===== src/rtl/rom_access_arbiter.sv =====
// rom_access_arbiter
// Shares rom_C, rom_Occ and rom_read_and_D between two fetch stages.
// One requester is granted per cycle (round-robin on ties). The winner's
// ROM enables and addresses are registered straight onto the ROM ports.
// A tag pipeline follows each read through the ROM and raises the owner's
// rvalid in the cycle the ROM output data is valid.
module rom_access_arbiter #(
  parameter int ROM_LAT = 1
) (
  input  logic        clk,
  input  logic        rst_n,
  input  logic        en,
  // requester 0
  input  logic        req0,
  input  logic        ce_C_0,
  input  logic        ce_Occ_0,
  input  logic        ce_D_0,
  input  logic [1:0]  addr_C_0,
  input  logic [7:0]  addr1_Occ_0,
  input  logic [7:0]  addr2_Occ_0,
  input  logic [7:0]  addr_D_0,
  // requester 1
  input  logic        req1,
  input  logic        ce_C_1,
  input  logic        ce_Occ_1,
  input  logic        ce_D_1,
  input  logic [1:0]  addr_C_1,
  input  logic [7:0]  addr1_Occ_1,
  input  logic [7:0]  addr2_Occ_1,
  input  logic [7:0]  addr_D_1,
  // grant / read-valid handshake
  output logic        gnt0,
  output logic        gnt1,
  output logic        rvalid0,
  output logic        rvalid1,
  // shared read data
  output logic [7:0]  d_i,
  output logic [1:0]  read_i,
  output logic [31:0] data_1,
  output logic [31:0] data_2,
  output logic [7:0]  data,
  // ROM side
  output logic        ce_rom_C,
  output logic        ce_rom_Occ,
  output logic        ce_rom_read_and_D,
  output logic [1:0]  addr_rom_C,
  output logic [7:0]  addr1_rom_Occ,
  output logic [7:0]  addr2_rom_Occ,
  output logic [7:0]  addr_rom_read_and_D,
  input  logic [7:0]  d_i_rom,
  input  logic [1:0]  read_i_rom,
  input  logic [31:0] data_1_rom,
  input  logic [31:0] data_2_rom,
  input  logic [7:0]  data_rom,
  output logic        busy
);

  // Requester id of the most recent grant; 1 after reset so that
  // requester 0 wins the first tie.
  logic last_winner;
  logic elig0, elig1;
  logic win0, win1;

  // Tag pipeline. Stage 0 lines up with the registered ROM ce/address
  // (the cycle the ROM samples them); stage ROM_LAT lines up with the ROM
  // output data. Hence ROM_LAT+1 entries.
  logic tag_vld_p [0:ROM_LAT];
  logic tag_id_p  [0:ROM_LAT];

  // Arbitration: a request still high during its own grant cycle has
  // already been served and only competes again from the next cycle.
  always_comb begin
    elig0 = req0 & ~gnt0;
    elig1 = req1 & ~gnt1;
    win0  = 1'b0;
    win1  = 1'b0;
    if (en) begin
      if (elig0 && elig1) begin
        win0 = last_winner;
        win1 = ~last_winner;
      end else begin
        win0 = elig0;
        win1 = elig1;
      end
    end
  end

  // Grant pulses and round-robin pointer.
  always_ff @(posedge clk) begin
    if (!rst_n) begin
      gnt0        <= 1'b0;
      gnt1        <= 1'b0;
      last_winner <= 1'b1;
    end else begin
      gnt0 <= win0;
      gnt1 <= win1;
      if (win0)
        last_winner <= 1'b0;
      else if (win1)
        last_winner <= 1'b1;
    end
  end

  // ---- stage p0: ROM ce/address registers ----
  // The winner's fields pass through unmodified (a ce of 0 included); with
  // no grant the ROM ports are parked at all-zero.
  always_ff @(posedge clk) begin
    if (!rst_n) begin
      ce_rom_C            <= 1'b0;
      ce_rom_Occ          <= 1'b0;
      ce_rom_read_and_D   <= 1'b0;
      addr_rom_C          <= 2'd0;
      addr1_rom_Occ       <= 8'd0;
      addr2_rom_Occ       <= 8'd0;
      addr_rom_read_and_D <= 8'd0;
    end else if (win0) begin
      ce_rom_C            <= ce_C_0;
      ce_rom_Occ          <= ce_Occ_0;
      ce_rom_read_and_D   <= ce_D_0;
      addr_rom_C          <= addr_C_0;
      addr1_rom_Occ       <= addr1_Occ_0;
      addr2_rom_Occ       <= addr2_Occ_0;
      addr_rom_read_and_D <= addr_D_0;
    end else if (win1) begin
      ce_rom_C            <= ce_C_1;
      ce_rom_Occ          <= ce_Occ_1;
      ce_rom_read_and_D   <= ce_D_1;
      addr_rom_C          <= addr_C_1;
      addr1_rom_Occ       <= addr1_Occ_1;
      addr2_rom_Occ       <= addr2_Occ_1;
      addr_rom_read_and_D <= addr_D_1;
    end else begin
      ce_rom_C            <= 1'b0;
      ce_rom_Occ          <= 1'b0;
      ce_rom_read_and_D   <= 1'b0;
      addr_rom_C          <= 2'd0;
      addr1_rom_Occ       <= 8'd0;
      addr2_rom_Occ       <= 8'd0;
      addr_rom_read_and_D <= 8'd0;
    end
  end

  // ---- stages p1..pROM_LAT: tag shift toward the ROM data output ----
  // Reset clears every tag, so reads in flight at reset never report.
  always_ff @(posedge clk) begin
    if (!rst_n) begin
      for (int i = 0; i <= ROM_LAT; i++) begin
        tag_vld_p[i] <= 1'b0;
        tag_id_p[i]  <= 1'b0;
      end
    end else begin
      tag_vld_p[0] <= win0 | win1;
      tag_id_p[0]  <= win1;
      for (int i = 1; i <= ROM_LAT; i++) begin
        tag_vld_p[i] <= tag_vld_p[i-1];
        tag_id_p[i]  <= tag_id_p[i-1];
      end
    end
  end

  // Busy while any tag is still travelling alongside a ROM read.
  always_comb begin
    busy = 1'b0;
    for (int i = 0; i <= ROM_LAT; i++)
      busy = busy | tag_vld_p[i];
  end

  // Read-valid decode from the last tag stage, aligned with the ROM data.
  assign rvalid0 = tag_vld_p[ROM_LAT] & ~tag_id_p[ROM_LAT];
  assign rvalid1 = tag_vld_p[ROM_LAT] &  tag_id_p[ROM_LAT];

  // Shared read data goes straight from the ROMs to both requesters.
  assign d_i    = d_i_rom;
  assign read_i = read_i_rom;
  assign data_1 = data_1_rom;
  assign data_2 = data_2_rom;
  assign data   = data_rom;

endmodule

===== config.mk =====
export PLATFORM = sky130hd
export DESIGN_NAME = rom_access_arbiter
export DESIGN_NICKNAME = d
export VERILOG_FILES = /design/src/rtl/rom_access_arbiter.sv
export SDC_FILE = /design/constraint.sdc
export NUM_CORES = 1
export LEC_CHECK = 0
export ABC_AREA = 1
export CELL_PAD_IN_SITES_DETAIL_PLACEMENT = 1
export CELL_PAD_IN_SITES_GLOBAL_PLACEMENT = 1
export CORE_MARGIN = 2
export CORE_UTILIZATION = 14
export CTS_BUF_LIST = sky130_fd_sc_hd__clkbuf_8
export CTS_CLUSTER_DIAMETER = 120
export DETAILED_ROUTE_END_ITERATION = 6
export GPL_TIMING_DRIVEN = 0
export PLACE_DENSITY_LB_ADDON = 0.1
export SYNTH_ARGS = -nofsm -noshare
export SYNTH_HDL_FRONTEND = slang
export SYNTH_SLANG_ARGS = --single-unit
export TNS_END_PERCENT = 100

===== constraint.sdc =====
create_clock -name clk -period 0.9 [get_ports clk]
set_clock_uncertainty 0.05 [all_clocks]
set_input_delay 0.18 -clock clk [delete_from_list [all_inputs] [get_ports clk]]
set_output_delay 0.18 -clock clk [all_outputs]
set_load 0.01 [all_outputs]

Word level (Yosys, flattened, before mapping)
Memories as Yosys holds them, arrays and structs flattened.
Index checks and enable logic that the tools add are counted.
- memories kept: 2
- output and inout bits: 116
- logic and storage cells: 54
- bits in registers: 32
- memory bits (writable): 4
- bits of input ports: 145
- reduce and logical (&&, ||, !) cells: 2
- bitwise operators: 14
- multiplexer cells: 26
- memory list (memory ; depth ; width ; rd ports ; clocked after Yosys merged registers in ; wr ports ; line ; RTL):
    tag_id_p ; 2 ; 1 ; 2 ; 0 ; 2 ; 68 ; logic tag_id_p [0:ROM_LAT];
    tag_vld_p ; 2 ; 1 ; 2 ; 0 ; 2 ; 67 ; logic tag_vld_p [0:ROM_LAT];
- operators by type and width (operator ; count):
    2-to-1 mux 8 bit ; 6
    2-to-1 mux 1 bit ; 18
    OR 1 bit ; 6
    AND 1 bit ; 4
    2-to-1 mux 2 bit ; 2
    inverter 1 bit ; 4
    nonzero test 2 bit ; 1
    logical AND 1 bit ; 1

Depth between registers and ports, before layout
- depth in word-level cells: 7
- depth in mapped cells: 7
- gate-level depth less buffers: 6

Worst setup path before layout
Ideal clock, no wire load.
- path type: register -> register
- start: memory tag_id_p[0][0]
- end: register last_winner
- clock period less this slack: 1.043 ns
- setup time: 0.120 ns
- stages on the path, launching flop included: 7
- arrival: 0.873 ns
- data required time: 0.730 ns
- path buffers: 1
- path slack: -0.143 ns
- cell sequence: dfxtp_1 inv_2 nand3_2 buf_2 nand2_2 nor2_2 a21oi_1
- RTL lines (element ; line ; RTL):
    from (decl) ; 68 ;
    to (signal assigned) ; 93 ; last_winner <= 1'b1;
    to (signal assigned) ; 98 ; last_winner <= 1'b0;
    to (signal assigned) ; 100 ; last_winner <= 1'b1;
    to (decl) ; 60 ; logic last_winner;

Worst setup path after layout
- start: register gnt0
- end: register addr_rom_read_and_D[5]
- cells in the longest elaborated chain, start to end: 7
- elaborated cells on any way between the ends: 9
- classes of those cells: mux: 6; bitwise: 2; reduce/logical: 1
- RTL lines (element ; line ; RTL):
    from (decl) ; 32 ; output logic gnt0,
    from (signal assigned) ; 95 ; gnt0 <= win0;
    inverter 1 bit * ; 73 ; elig0 = req0 & ~gnt0;
    AND 1 bit * ; 73 ;
    logical AND 1 bit ; 78 ; if (elig0 && elig1) begin
    2-to-1 mux 1 bit ; 78 ;
    2-to-1 mux 1 bit ; 77 ; if (en) begin
    2-to-1 mux 8 bit ; 124 ; end else if (win1) begin
    2-to-1 mux 8 bit * ; 116 ; end else if (win0) begin
    to (signal assigned) ; 123 ; addr_rom_read_and_D <= addr_D_0;
    to (signal assigned) ; 131 ; addr_rom_read_and_D <= addr_D_1;
    to (decl) ; 49 ; output logic [7:0] addr_rom_read_and_D,
Mark *: on every way between the ends. The rest lies on a longest branch, timed or not.
A chain may end at the register's enable or synchronous reset.

==> results.cfg <==
[power]
power_mw = 4.391
power_density_nw_per_um2 = 973.3
power.leakage_nw = 2.019
ir_drop_mv = 0.4209

[min_path]
hp-class = register to register

[global_routing]
grt.overflow.total = 0
grt_max_degree = 11
antenna_found_initial = 0
grt_pass1_vias = 2572
busiest_layer = met2
grt_pass1_wl_um = 13790
use_met3 = 0.04520
grt_use_met1 = 0.1220
met2_usage = 0.2376
grt_usage = 0.1219

[cts]
clkTransAtPathRegs_ns = 0.07
cts_tree = yes
clk_latency_ns = 0.28
postCtsHoldBufs = 0
clockBufferDepth = 2
root_buffer = clkbuf_8
cts_buffers = 5
cts.sink_count = 35
htreeDepth = 2

[sta]
fin_crit_ns = 1.219
min_period_over_period = 1.354
fmax_mhz = 820.5
worstMarginPinSlew_ns = 0.2456
finalSetupViolations = 67
max-slew-margin-rel = 0.8362
drv_slew = 0
rsz0062_at_grt = true
whs_ns = 0.3823
fin_ws_ns = -0.3187
hold_violations = 0

[floorplanning]
die_h_um = 122.9
ioPinCount = 261
die_w_um = 122.9
rows = 43
core_area_um2 = 13830
start_util = 0.1432
die-area_um2 = 15110

[yosys]
ys_ff_latch = 35
synth_top_area_cell = dfxtp_1
ys_warn_count = 0
synthCells = 246
netlist_area_um2 = 1979
ys_seq_area_frac = 0.3540
yosysTopAreaCellShare = 0.3540
yosys-top-cells-area = dfxtp_1 (35%), buf_4 (32%), nand3_1 (15%)
ys_types = 16
syn_nets = 391
syn_area_per_cell_um2 = 8.046

[run_status]
run_status = finished, violations left
violations = negative setup slack

[routing]
drc = 0
drt_iter0_markers = 49
post_drt_wl_per_cell_um = 15.58
via_per_inst = 3.751
drtAntennaViolNets = 0
drt_first_pass_iters = 4
route.vias.total = 2337
wirelength_um = 9706

[setup_path]
cp_max_fo = 5
cp.arrival_ns = 1.39
path_class = register to register
end_kind = register
required_ns = 1.07
startpoint_type = register

[place]
port-buffer-count = 178
dpl_cell_area_um2 = 4059
dp_slack_ns = -0.7989
hpwl_um = 7444
gp_congestion = 0.7450

[finish]
drive_gt1_frac = 0.5169
n_fill_cell = 1622
syn2layout_area_growth_pct = 127.9
finalInstanceArea_um2 = 4512
n_antenna_cell = 0
nNetsFinal = 589

[flow_run]
cap_viol_max_count = 0
## flip-flops by register name, indices dropped and copies added (netlist names)
register             count
last_winner              1
addr_rom_read_and_D      8
gnt0                     1
ce_rom_C                 1
addr_rom_C               2
tag_vld_p                2
tag_id_p                 2
ce_rom_Occ               1
addr1_rom_Occ            8
addr2_rom_Occ            8
ce_rom_read_and_D        1
## worst max-delay path: stages, from the launching register on
cell and delay [ns]:
dfxtp_2 0.33, inv_2 0.05, nand2_2 0.06, nor2_4 0.13, buf_12 0.14, buf_12 0.11
buf_12 0.11, nand3_2 0.06, a21oi_2 0.11
## through the flow
| stage | std cells | util | setup TNS [ns] |
|---|---|---|---|
| 2_1_floorplan | 246 | - | -2.415 |
| 3_3_place_gp | 604 | 0.2935 | -40.28 |
| 3_5_place_dp | 604 | 0.2935 | -39.14 |
| 4_1_cts | 625 | 0.3165 | -11.47 |
| 5_1_grt | 623 | 0.3263 | -13.83 |
| 6_report | 623 | 0.3263 | -10.64 |
## final timing paths
check	cells after the start	start	slack, ns	endpoint
min reg2reg	2	tag_vld_p[0][0]	0.38	tag_vld_p[0][1]
max reg2reg	8	gnt0	-0.32	addr_rom_read_and_D[5]
min	2	tag_vld_p[0][0]	0.38	tag_vld_p[0][1]
max	8	gnt0	-0.32	addr_rom_read_and_D[5]
## placed cells by master, fill, tap and decap left out, drive strengths merged
master	Yosys	final
or2	1	1
a21oi	31	31
clkbuf	0	5
nand3	61	61
inv	10	11
buf	97	144
dfxtp	35	35
nand2	6	6
dlygate4sd2	0	85
nor2	5	5
clkdlybuf4s50	0	59
## metal layers
| metal | vias up | share of wire |
|---|---|---|
| met2 | 142 | 0.54 |
| met5 | - | 0 |
| met4 | 0 | 0.0084 |
| met1 | 1070 | 0.35 |
| li1 | 1120 | - |
| met3 | 5 | 0.10 |
## cells by family after synthesis
logic type             Yosys count  synth area share
AOI/OAI and AO/OA               31           0.07838
DFF                             35            0.3540
buffers and inverters          107            0.3793
and+or+nand+nor                 73            0.1884
## power breakdown
part / leakage, nW / switching, mW / internal, mW
Clock: 0.0413 / 0.561 / 0.505
Combinational: 1.69 / 0.676 / 0.995
Sequential: 0.292 / 0.0278 / 1.63
## area by class of cell
cell class / instances / area [um2] / share of cell area
Timing Repair Buffer: 191 / 1797 / 0.3982
Multi-Input combinational cell: 104 / 848.3 / 0.1880
Buffer: 97 / 803.3 / 0.1780
Sequential cell: 35 / 720.7 / 0.1597
Tap cell: 180 / 225.2 / 0.04992
Clock buffer: 5 / 68.82 / 0.01525
Inverter: 10 / 45.04 / 0.009983
Clock inverter: 1 / 3.754 / 0.0008319
## synth_stat cells
cell type and instances:
nand2_1 4, buf_1 3, nor2_4 1, dfxtp_1 35, nor2_2 1, a21oi_1 31, or2_2 1, nor2_1 3
buf_6 3, buf_2 6, inv_2 4, nand3_2 1, nand3_1 60, nand2_2 2, inv_1 6, buf_4 85
## timing repair
item,in CTS,in global routing
pin swaps,15,15
setup endpoints to repair,149,67
buffers inserted,9,1
cloned,6,0
resized for setup,292,47
Power figures use the tool's default switching activity.
==> edit, RTL diff (same settings) <==
Change the parameter `ROM_LAT` from 1 to 2. Comments in the files are not updated.
--- a/src/rtl/rom_access_arbiter.sv
+++ b/src/rtl/rom_access_arbiter.sv
@@ -6,5 +6,5 @@
 // rvalid in the cycle the ROM output data is valid.
 module rom_access_arbiter #(
-  parameter int ROM_LAT = 1
+  parameter int ROM_LAT = 2
 ) (
   input  logic        clk,
Check against the original RTL: not equivalent (a bounded check fails within 4 cycles, from zero or initial values and one cycle with rst_n low).
==> edit against the unedited design <==
  * The flow still finishes with violations (negative setup slack)
  * Routed wire length is essentially flat
  * Via count up 0.77%
  * Power is 1.6% higher
  * Sequential cell count is 2 higher
  * Setup slack improved by 0.016 ns
  * Die area grew 3.9%
  * Combinational power down 10%
  * Global-route usage decreased by 0.28 points
  * Maximum frequency grew 1.4%
  * Final area is 5.0% lower
  * Area after synthesis increased by 4.0%
==> edit: results (changes against the unedited design) <==
| Metric | Value |
|---|---|
| HP Start | `rst_n (was tag_vld_p[0][0])` |
| Worst Hold Path EP | `tag_id_p[0][2] (was tag_vld_p[0][1])` |
| Non-clock inverters | `14 (was 10)` |
| Top cells by count, synth | `buf_4, nand3_1, dfxtp_1 (unchanged)` |
| Final #Nets | `592 (was 589)` |
| Post-CTS resize count | `261 (was 292)` |
| Multi-input logic cell count | `106 (was 104)` |
| Fill cell count | `1,708 (was 1,622)` |
| Ranking of synthesized cells by area | `dfxtp_1, buf_4, nand3_1 (unchanged)` |
| Met1 Usage GRT | `13.3% (was 12.2%)` |
| Met3 Use GR | `5.01% (was 4.52%)` |
| DR WL met2 | `5.03 mm (was 5.23 mm)` |
| M2 GR Usage | `21.2% (was 23.8%)` |
| Worst VDD drop | `0.439 mV (was 0.421 mV)` |
| Seq/total area | `17.9% (was 16.0%)` |
| Post-CTS setup buffers | `4 (was 9)` |
| Slew of the pin with the lowest slew margin | `0.535 ns (was 0.246 ns)` |
| Via density | `3.73 (was 3.75)` |
| Hold WC Path Type | `input port to register (was register to register)` |
| HPWL Detailed | `7.64 mm (was 7.44 mm)` |
| Failing checks | `negative setup slack (unchanged)` |
| Detailed Route WL | `9.70 mm (was 9.71 mm)` |
| GRT Overall Usage | `11.9% (was 12.2%)` |
| ClkCell Share | `2.01% (was 1.61%)` |
| Status | `finished, violations left (unchanged)` |
| DRT iter0 DRCs | `46 (was 49)` |
| Reg-to-reg setup timing slack | `-0.30 ns (was -0.32 ns)` |
| Peak fanout along the critical path | `10 (was 5)` |
| Worst slack, placed | `-0.626 ns (was -0.799 ns)` |
| Syn_nets | `400 (was 391)` |
| Reg2Reg Depth | `7 (was 8)` |
| CTS Sinks | `37 (was 35)` |
| Final-report setup violation count | `67 (unchanged)` |
| Setup slack after layout | `-0.302 ns (was -0.319 ns)` |
| NonClk Buf Share | `58.2% (was 57.6%)` |
| CP endpoint | `addr_rom_read_and_D[0] (was addr_rom_read_and_D[5])` |
| Multi-input gate area | `654 um2 (was 848 um2)` |
| Port Buffer Count | `177 (was 178)` |
| Register area share after synthesis | `36.0% (was 35.4%)` |
| Via count of the first global-routing pass | `2,558 (was 2,572)` |
| Compound-Gate Fraction of Synth Area | `7.29% (was 7.84%)` |
| Layout cells sized above 1 | `44.7% (was 51.7%)` |
[edit: cell types whose count changed in the layout (fill, tap and decap cells not counted), moves of 8 or more]
| cell | change |
|---|---|
| a21oi_2 | -12 |
| nand3_4 | -8 |
| nand3_2 | -9 |
| a21oi_1 | +10 |
| nand3_1 | +18 |
[edit: where the power goes]
| part | leakage (nW) | total, W | internal [W] | switching, W |
|---|---|---|---|---|
| registers | 0.311 | 0.00174 | 0.00172 | 0.0000284 |
| clock network | 0.0485 | 0.00122 | 0.000598 | 0.000622 |
| logic | 1.64 | 0.00150 | 0.000900 | 0.000598 |
[edit: through the flow]
| stage | hold WS (ns) | instance area [um2] | power, W | std cells |
|---|---|---|---|---|
| floorplan | 0.278 | 2070 | 0.00243 | 255 |
| global placement | 0.351 | 4070 | 0.00332 | 616 |
| detailed placement | 0.354 | 4070 | 0.00333 | 616 |
| CTS | 0.0974 | 4090 | 0.00451 | 628 |
| global route | 0.117 | 4290 | 0.00475 | 631 |
| finish | 0.113 | 4290 | 0.00446 | 631 |
